==> src/rtl/mc_pkg.sv <==
//------------------------------------------------------------------------------
// Module   : mc_pkg
// Purpose  : Shared state encodings, opcode/funct values and datapath select
//            codes for the multicycle controller. ADDI states exist only when
//            MC_ADDI_EN is defined.
// Revision : 1.0 - initial release
//------------------------------------------------------------------------------
`default_nettype none

package mc_pkg;

    typedef enum logic [3:0] {
        S_FETCH   = 4'd0,
        S_DECODE  = 4'd1,
        S_MEMADR  = 4'd2,
        S_MEMRD   = 4'd3,
        S_MEMWB   = 4'd4,
        S_MEMWR   = 4'd5,
        S_EXECUTE = 4'd6,
        S_ALUWB   = 4'd7,
        S_BRANCH  = 4'd8,
        S_JUMP    = 4'd9
`ifdef MC_ADDI_EN
        ,
        S_ADDIEX  = 4'd10,
        S_ADDIWB  = 4'd11
`endif
    } state_t;

    localparam logic [5:0] c_op_lw    = 6'b100011;
    localparam logic [5:0] c_op_sw    = 6'b101011;
    localparam logic [5:0] c_op_rtype = 6'b000000;
    localparam logic [5:0] c_op_beq   = 6'b000100;
    localparam logic [5:0] c_op_j     = 6'b000010;
    localparam logic [5:0] c_op_addi  = 6'b001000;

    localparam logic [5:0] c_fn_add = 6'b100000;
    localparam logic [5:0] c_fn_sub = 6'b100010;
    localparam logic [5:0] c_fn_and = 6'b100100;
    localparam logic [5:0] c_fn_or  = 6'b100101;
    localparam logic [5:0] c_fn_slt = 6'b101010;

    localparam logic [2:0] c_alu_add = 3'b010;
    localparam logic [2:0] c_alu_sub = 3'b110;
    localparam logic [2:0] c_alu_and = 3'b000;
    localparam logic [2:0] c_alu_or  = 3'b001;
    localparam logic [2:0] c_alu_slt = 3'b111;

    localparam logic [1:0] c_aluop_add   = 2'b00;
    localparam logic [1:0] c_aluop_sub   = 2'b01;
    localparam logic [1:0] c_aluop_funct = 2'b10;

    localparam logic [1:0] c_srcb_regb  = 2'b00;
    localparam logic [1:0] c_srcb_four  = 2'b01;
    localparam logic [1:0] c_srcb_imm   = 2'b10;
    localparam logic [1:0] c_srcb_immsh = 2'b11;

    localparam logic [1:0] c_pcsrc_alu    = 2'b00;
    localparam logic [1:0] c_pcsrc_aluout = 2'b01;
    localparam logic [1:0] c_pcsrc_jump   = 2'b10;

endpackage

`default_nettype wire

==> src/rtl/mc_alu_decoder.sv <==
//------------------------------------------------------------------------------
// Module   : mc_alu_decoder
// Purpose  : Maps the FSM's aluop request plus funct onto the ALU control code,
//            zero-extended to ALUCTRL_W bits.
// Revision : 1.0 - initial release
//------------------------------------------------------------------------------
`default_nettype none

module mc_alu_decoder
    import mc_pkg::*;
#(
    parameter int ALUCTRL_W = 3
) (
    input  logic [1:0]           aluop,
    input  logic [5:0]           funct,
    output logic [ALUCTRL_W-1:0] alu_control
);

    logic [2:0] w_code;

    always_comb begin
        w_code = c_alu_add;
        case (aluop)
            c_aluop_sub: w_code = c_alu_sub;
            c_aluop_funct: begin
                case (funct)
                    c_fn_add: w_code = c_alu_add;
                    c_fn_sub: w_code = c_alu_sub;
                    c_fn_and: w_code = c_alu_and;
                    c_fn_or:  w_code = c_alu_or;
                    c_fn_slt: w_code = c_alu_slt;
                    default:  w_code = c_alu_add;
                endcase
            end
            default: w_code = c_alu_add;
        endcase
    end

    generate
        if (ALUCTRL_W > 3) begin : g_pad
            assign alu_control = {{(ALUCTRL_W-3){1'b0}}, w_code};
        end else begin : g_nopad
            assign alu_control = w_code;
        end
    endgenerate

endmodule

`default_nettype wire

==> src/rtl/multicycle_controller.sv <==
//------------------------------------------------------------------------------
// Module   : multicycle_controller
// Purpose  : Multicycle MIPS-style control FSM with optional memory stalling.
//            Define MC_ADDI_EN to add the ADDIEX/ADDIWB immediate-add path.
// Revision : 1.0 - initial release
//------------------------------------------------------------------------------
`default_nettype none

module multicycle_controller
    import mc_pkg::*;
#(
    parameter int ALUCTRL_W     = 3,
    parameter int MEM_HANDSHAKE = 1
) (
    input  logic                 clk,
    input  logic                 reset,
    input  logic [5:0]           opcode,
    input  logic [5:0]           funct,
    input  logic                 zero,
    input  logic                 mem_ready,
    output logic                 iord,
    output logic                 mem_write,
    output logic                 ir_write,
    output logic                 reg_dst,
    output logic                 memto_reg,
    output logic                 reg_write,
    output logic                 alu_src_a,
    output logic                 pc_en,
    output logic [1:0]           alu_src_b,
    output logic [1:0]           pc_src,
    output logic [ALUCTRL_W-1:0] alu_control,
    output logic                 illegal,
    output logic [3:0]           state
);

    state_t     state_q, state_d;
    logic       w_mem_ready;
    logic       w_pc_write, w_branch, w_illegal;
    logic       w_ir_write, w_mem_write, w_reg_write;
    logic [1:0] w_aluop;

    assign w_mem_ready = (MEM_HANDSHAKE != 0) ? mem_ready : 1'b1;

    always_comb begin
        state_d = S_FETCH;
        case (state_q)
            S_FETCH:   state_d = w_mem_ready ? S_DECODE : S_FETCH;
            S_DECODE: begin
                case (opcode)
                    c_op_lw, c_op_sw: state_d = S_MEMADR;
                    c_op_rtype:       state_d = S_EXECUTE;
                    c_op_beq:         state_d = S_BRANCH;
                    c_op_j:           state_d = S_JUMP;
`ifdef MC_ADDI_EN
                    c_op_addi:        state_d = S_ADDIEX;
`endif
                    default:          state_d = S_FETCH;
                endcase
            end
            S_MEMADR:  state_d = (opcode == c_op_sw) ? S_MEMWR : S_MEMRD;
            S_MEMRD:   state_d = w_mem_ready ? S_MEMWB : S_MEMRD;
            S_MEMWB:   state_d = S_FETCH;
            S_MEMWR:   state_d = w_mem_ready ? S_FETCH : S_MEMWR;
            S_EXECUTE: state_d = S_ALUWB;
            S_ALUWB:   state_d = S_FETCH;
            S_BRANCH:  state_d = S_FETCH;
            S_JUMP:    state_d = S_FETCH;
`ifdef MC_ADDI_EN
            S_ADDIEX:  state_d = S_ADDIWB;
            S_ADDIWB:  state_d = S_FETCH;
`endif
            default:   state_d = S_FETCH;
        endcase
    end

    always_ff @(posedge clk) begin
        if (reset) begin
            state_q <= S_FETCH;
        end else begin
            state_q <= state_d;
        end
    end

    always_comb begin
        iord        = 1'b0;
        w_mem_write = 1'b0;
        w_ir_write  = 1'b0;
        reg_dst     = 1'b0;
        memto_reg   = 1'b0;
        w_reg_write = 1'b0;
        alu_src_a   = 1'b0;
        alu_src_b   = c_srcb_regb;
        pc_src      = c_pcsrc_alu;
        w_aluop     = c_aluop_add;
        w_pc_write  = 1'b0;
        w_branch    = 1'b0;
        w_illegal   = 1'b0;
        case (state_q)
            S_FETCH: begin
                alu_src_b  = c_srcb_four;
                w_ir_write = w_mem_ready;
                w_pc_write = w_mem_ready;
            end
            S_DECODE: begin
                alu_src_b = c_srcb_immsh;
                case (opcode)
                    c_op_lw, c_op_sw, c_op_rtype, c_op_beq, c_op_j: w_illegal = 1'b0;
`ifdef MC_ADDI_EN
                    c_op_addi: w_illegal = 1'b0;
`endif
                    default: w_illegal = 1'b1;
                endcase
            end
            S_MEMADR: begin
                alu_src_a = 1'b1;
                alu_src_b = c_srcb_imm;
            end
            S_MEMRD: iord = 1'b1;
            S_MEMWB: begin
                memto_reg   = 1'b1;
                w_reg_write = 1'b1;
            end
            S_MEMWR: begin
                iord        = 1'b1;
                w_mem_write = 1'b1;
            end
            S_EXECUTE: begin
                alu_src_a = 1'b1;
                w_aluop   = c_aluop_funct;
            end
            S_ALUWB: begin
                reg_dst     = 1'b1;
                w_reg_write = 1'b1;
            end
            S_BRANCH: begin
                alu_src_a = 1'b1;
                w_aluop   = c_aluop_sub;
                pc_src    = c_pcsrc_aluout;
                w_branch  = 1'b1;
            end
            S_JUMP: begin
                pc_src     = c_pcsrc_jump;
                w_pc_write = 1'b1;
            end
`ifdef MC_ADDI_EN
            S_ADDIEX: begin
                alu_src_a = 1'b1;
                alu_src_b = c_srcb_imm;
            end
            S_ADDIWB: w_reg_write = 1'b1;
`endif
            default: ;
        endcase
    end

    // Write strobes are forced low while reset is held, whatever state is showing.
    assign mem_write = w_mem_write & ~reset;
    assign reg_write = w_reg_write & ~reset;
    assign ir_write  = w_ir_write & ~reset;
    assign illegal   = w_illegal & ~reset;
    assign pc_en     = (w_pc_write | (w_branch & zero)) & ~reset;
    assign state     = state_q;

    mc_alu_decoder #(
        .ALUCTRL_W (ALUCTRL_W)
    ) u_alu_decoder (
        .aluop       (w_aluop),
        .funct       (funct),
        .alu_control (alu_control)
    );

endmodule

`default_nettype wire

==> config.mk <==
export PLATFORM = sky130hd
export DESIGN_NAME = multicycle_controller
export DESIGN_NICKNAME = d
export VERILOG_FILES = /design/src/rtl/mc_pkg.sv /design/src/rtl/mc_alu_decoder.sv /design/src/rtl/multicycle_controller.sv
export SDC_FILE = /design/constraint.sdc
export NUM_CORES = 1
export LEC_CHECK = 0
export CORE_UTILIZATION = 38
export CTS_CLUSTER_SIZE = 16
export DETAILED_ROUTE_END_ITERATION = 10
export PLACE_DENSITY = 0.85
export SYNTH_ARGS = -nofsm -noshare
export SYNTH_HDL_FRONTEND = slang
export SYNTH_SLANG_ARGS = --single-unit
==> constraint.sdc <==
create_clock -name clk -period 4.1 [get_ports clk]
set_input_delay 1.23 -clock clk [delete_from_list [all_inputs] [get_ports clk]]
set_output_delay 1.23 -clock clk [all_outputs]
set_load 0.05 [all_outputs]
Yosys cells after proc, flatten, opt, wreduce, memory -nomap -nowiden

Index checks and enable logic that the tools add are counted.

Muxes and demuxes: 22
Reductions and logical operators: 7
Order comparisons: 0
Bitwise logic cells: 8
Multiply operators: 0
Div/mod/pow operators: 0
Shift operators: 0
Eq/ne operators: 19
Add/subtract/negate cells: 0

Operators by type and width:

| cell                                                | count |
|---|---|
| equality test 6 bit, second input constant          | 6 |
| case mux 4 bit (6 select lines)                     | 1 |
| equality test 4 x 3 -> 1 bit, second input constant | 4 |
| case mux 4 bit (4 select lines)                     | 1 |
| case mux 3 bit (4 select lines)                     | 1 |
| 2-to-1 mux 1 bit                                    | 11 |
| 2-to-1 mux 3 bit                                    | 3 |
| equality test 4 x 2 -> 1 bit, second input constant | 2 |
| equality test 4 bit, second input constant          | 2 |
| case mux 2 bit (2 select lines)                     | 2 |
| AND 1 bit                                           | 6 |
| equality test 6 x 2 -> 1 bit, second input constant | 1 |
| equality test 6 x 3 -> 1 bit, second input constant | 1 |
| zero test 6 bit                                     | 1 |
| case mux 2 bit (3 select lines)                     | 1 |
| case mux 3 bit (2 select lines)                     | 1 |
| OR reduction 2 bit                                  | 3 |
| OR reduction 5 bit                                  | 1 |
| equality test 4 x 1 -> 1 bit, second input constant | 1 |
| zero test 4 bit                                     | 1 |
| OR reduction 3 bit                                  | 1 |
| equality test 2 x 1 -> 1 bit, second input constant | 1 |
| equality test 2 bit, second input constant          | 1 |
| case mux 1 bit (2 select lines)                     | 1 |
| 2 further kinds                                     | 2 |

Output and inout port bits: 20
Memory bits (read-only): 0
Word-level logic and storage cells: 57
RAM bits: 0
Bits of input ports: 16
Register bits after elaboration: 4
Memories: 0
Bits in latches: 0

Depth between registers and ports, before layout

Depth after elaboration: 5
Mapped depth: 9
Gate-level depth less buffers: 8

Hierarchy

From an unflattened synthesis, not the netlist that was laid out.

Cell total of the unflattened synthesis: 78
Area total of the unflattened synthesis: 596.8 µm²

Modules (own cells, without submodules):

| module                | seq. area each (µm²) | area each (µm²) | times used | cells each |
|---|---|---|---|---|
| multicycle_controller | 80.1                 | 478.0           | 1          | 63 |
| mc_alu_decoder        | 0.0                  | 118.9           | 1          | 15 |

Worst setup path before layout

No wires, ideal clock.

Path kind: input-to-output
Start point: input port mem_ready
End point: output port pc_en
Arrival: 3,334 ps
Buffers on the path: 0
Cell stages on the path: 2
Slack: -464 ps
Data required time: 2,870 ps
Cells stage by stage: or3b_1 -> a2111oi_1

Word-level cells in the longest chain between the ends: 3

Ends and longest elaborated chain:

| item                            | RTL line                     | source |
|---|---|---|
| start, declared                 | multicycle_controller.sv:20  | `input logic mem_ready,` |
| case mux 1 bit (2 select lines) | multicycle_controller.sv:98  | `case (state_q)` |
| bitwise OR 1 bit                | multicycle_controller.sv:161 | `assign pc_en = (w_pc_write \| (w_branch & zero)) & ~reset;` |
| AND 1 bit                       | multicycle_controller.sv:161 |  |
| end, declared                   | multicycle_controller.sv:28  | `output logic pc_en,` |

Every way passes these cells.

Final worst setup path

Ends and elaborated chain as after synthesis.

==> results_dict.tcl <==
set metrics [dict create \
    status "finished clean" \
    grt_overflow 0 \
    globalplace.congestion 0.794 \
    n_antenna_cell 0 \
    worstSetupPathType "in2out" \
    cts_sinks 4 \
    timing.final.crit_share_pct 97.7 \
    cp.required_ns 2.87 \
    ctsResizeCount 0 \
    hpwlAfterDp_um 1390 \
    seq_area_um2 80.1 \
    synth_nets 105 \
    worstSetupStartpointType "input port" \
    syn-cell-area_um2 574 \
    min_path_type "reg2reg" \
    period_needed_ns 4.01 \
    area_delta_synth_final_pct 78.2 \
    setup-tns-final_ns 0 \
    die_y_um 40.9 \
    routed_wl_um 1650 \
    worstMarginPinSlew_ns 0.522 \
    cts.htree.levels 1 \
    r2r_cells 4 \
    rows 13 \
    fp.dieW_um 40.9 \
    grt_pass1_vias 641 \
    cp.arrival_ns 2.78 \
    fillerInstances 103 \
    coreArea_um2 1350 \
    start_util_pct 42.5 \
    postCtsSetupRepairBufs 0 \
    hold_buffers 0 \
    avgSynthCellArea_um2 6.68 \
    critical_path.endpoint_type "output pin" \
    first_pass_iters 4 \
    setup_viol 0 \
    vias_per_cell 5.65 \
    power_density_nw_per_um2 148 \
    reg2reg_to "state[0]" \
    final_max_slew_viol_count 0 \
    ys.flop_type "dfxtp_1" \
    cp_max_fo 6 \
    multi_input_comb_area_um2 462 \
    cts_buffer_depth 2 \
    antenna_left 0 \
    hold_start "state[1]" \
    cts-root-buf "clkbuf_4" \
    clk_latency_ns 0.24 \
    drv_cap 0 \
    routedWlPerCell_um 12.1 \
    fmax_ghz 0.250 \
    nets 142 \
    synth_edf_count 0 \
    ys_seq_elements 4 \
    netlist_instances 86 \
    r2r_slack_ns 2.57 \
    cts_tree "built" \
    num_vias 768 \
    rsz0062_at_grt "no" \
    grt_pass1_wl_um 2560 \
    whs_path_depth 3 \
    antenna_found_initial 0 \
    yosysUniqueCellTypes 36 \
    cts_made_buffers 3 \
    grt_max_degree 18 \
    r2r-start "state[0]" \
    dieArea_um2 1670 \
    pin_count 36 \
    final-hold-violation-count 0 \
    ys_async_sr_fraction_pct 0 \
    clk_pin_slew_worst_paths_ns 0.04 \
    ir_drop_uv 134 \
    leakagePower_nw 0.394 \
    gr-usage-all-layers_pct 23.7 \
    ys_seq_area_share_pct 13.9 \
    port_buffers 35 \
    whs_ns 0.658 \
    drcViolationCount 0 \
    worstHoldEndpoint "state[1]" \
    finClkSkew_ns 0.00142 \
    largest_reg_flops 4 \
    synth_warnings 0 \
    final_layout_size_suffix_gt1_share_pct 12.4 \
    relSlewSlack_pct 64.9 \
    drtIter0Drc 14 \
]
cells in the mapped netlist, types with 3 or more instances:
cell,count,area [µm²]
buf_2,3,15.0
and3_1,3,18.8
nor3_1,8,40.0
nand2_1,6,22.5
ha_1,3,37.5
o21ai_0,5,25.0
nor4_1,3,18.8
inv_1,4,15.0
nor2_1,13,48.8
nand2b_1,6,37.5
dfxtp_1,4,80.1
how the worst max path moves through the flow:
stage	from	end	slack, ns
global placement	mem_ready	pc_en	0.10
CTS	mem_ready	pc_en	0.09
detailed placement	mem_ready	pc_en	0.09
floorplan	reset	reg_write	0.09
global route	mem_ready	pc_en	0.009
finish	mem_ready	pc_en	0.09
stage by stage:
step                util, %  cells  setup slack, ns  total power, mW  area [µm²]
floorplan                 -     86           0.0852           0.0706         579
global placement       74.1    133            0.104           0.0997        1000
detailed placement     74.1    133           0.0918            0.101        1000
CTS                    75.8    136           0.0876            0.154        1020
global route           75.8    136          0.00887            0.160        1020
finish                 75.8    136           0.0925            0.151        1020
placed cells by master, fill, tap and decap left out, types with 2 or more instances in the layout:
cell type / instances
nor3b_1: 2
and3_1: 3
inv_1: 4
buf_4: 2
nor2b_1: 2
nand2_1: 6
o21ai_0: 5
xnor2_1: 2
nand2b_1: 6
buf_12: 7
clkbuf_4: 3
dfxtp_1: 4
clkdlybuf4s50_1: 27
nor4_1: 3
nor3_1: 8
ha_1: 3
nor2_1: 13
power breakdown:
group | total [mW] | switching, mW | internal [mW] | leakage, nW
Combinational | 0.0578 | 0.0276 | 0.0301 | 0.348
Sequential | 0.0427 | 0.00281 | 0.0399 | 0.0325
Clock | 0.0508 | 0.0179 | 0.0329 | 0.0138
logic make-up (layout without fill, tap and decap cells):
group	after synthesis	after routing	share of synthesized area (%)
AOI/OAI and AO/OA	15	15	18.3
and+or+nand+nor	54	54	51.6
xor gates and xnor gates	2	2	3.05
buffers and inverters	8	43	6.53
adders and majority gates	3	3	6.54
DFF	4	4	13.9
worst max-delay path, cell delays in order:
cell and delay (ns):
clkdlybuf4s50_1 0.55, or3b_1 0.38, a2111oi_2 0.42, buf_12 0.19
area by class of cell:
cell class | count | area share, %
Clock buffer | 3 | 2.20
Inverter | 4 | 1.47
Multi-Input combinational cell | 74 | 45.1
Sequential cell | 4 | 7.82
Tap cell | 15 | 1.83
Timing Repair Buffer | 36 | 41.6
layer usage:
layer  vias up  global-route usage (%)  wire length [µm]  part of all wire [%]
met1       357                    24.4               629                    38
met5         -                       0                 0                     0
li1        377                       -                 -                     -
met2        32                    45.3               884                    54
met4         0                    11.7                27                   1.6
met3         2                    3.26               105                   6.4
Power figures use the tool's default switching activity.
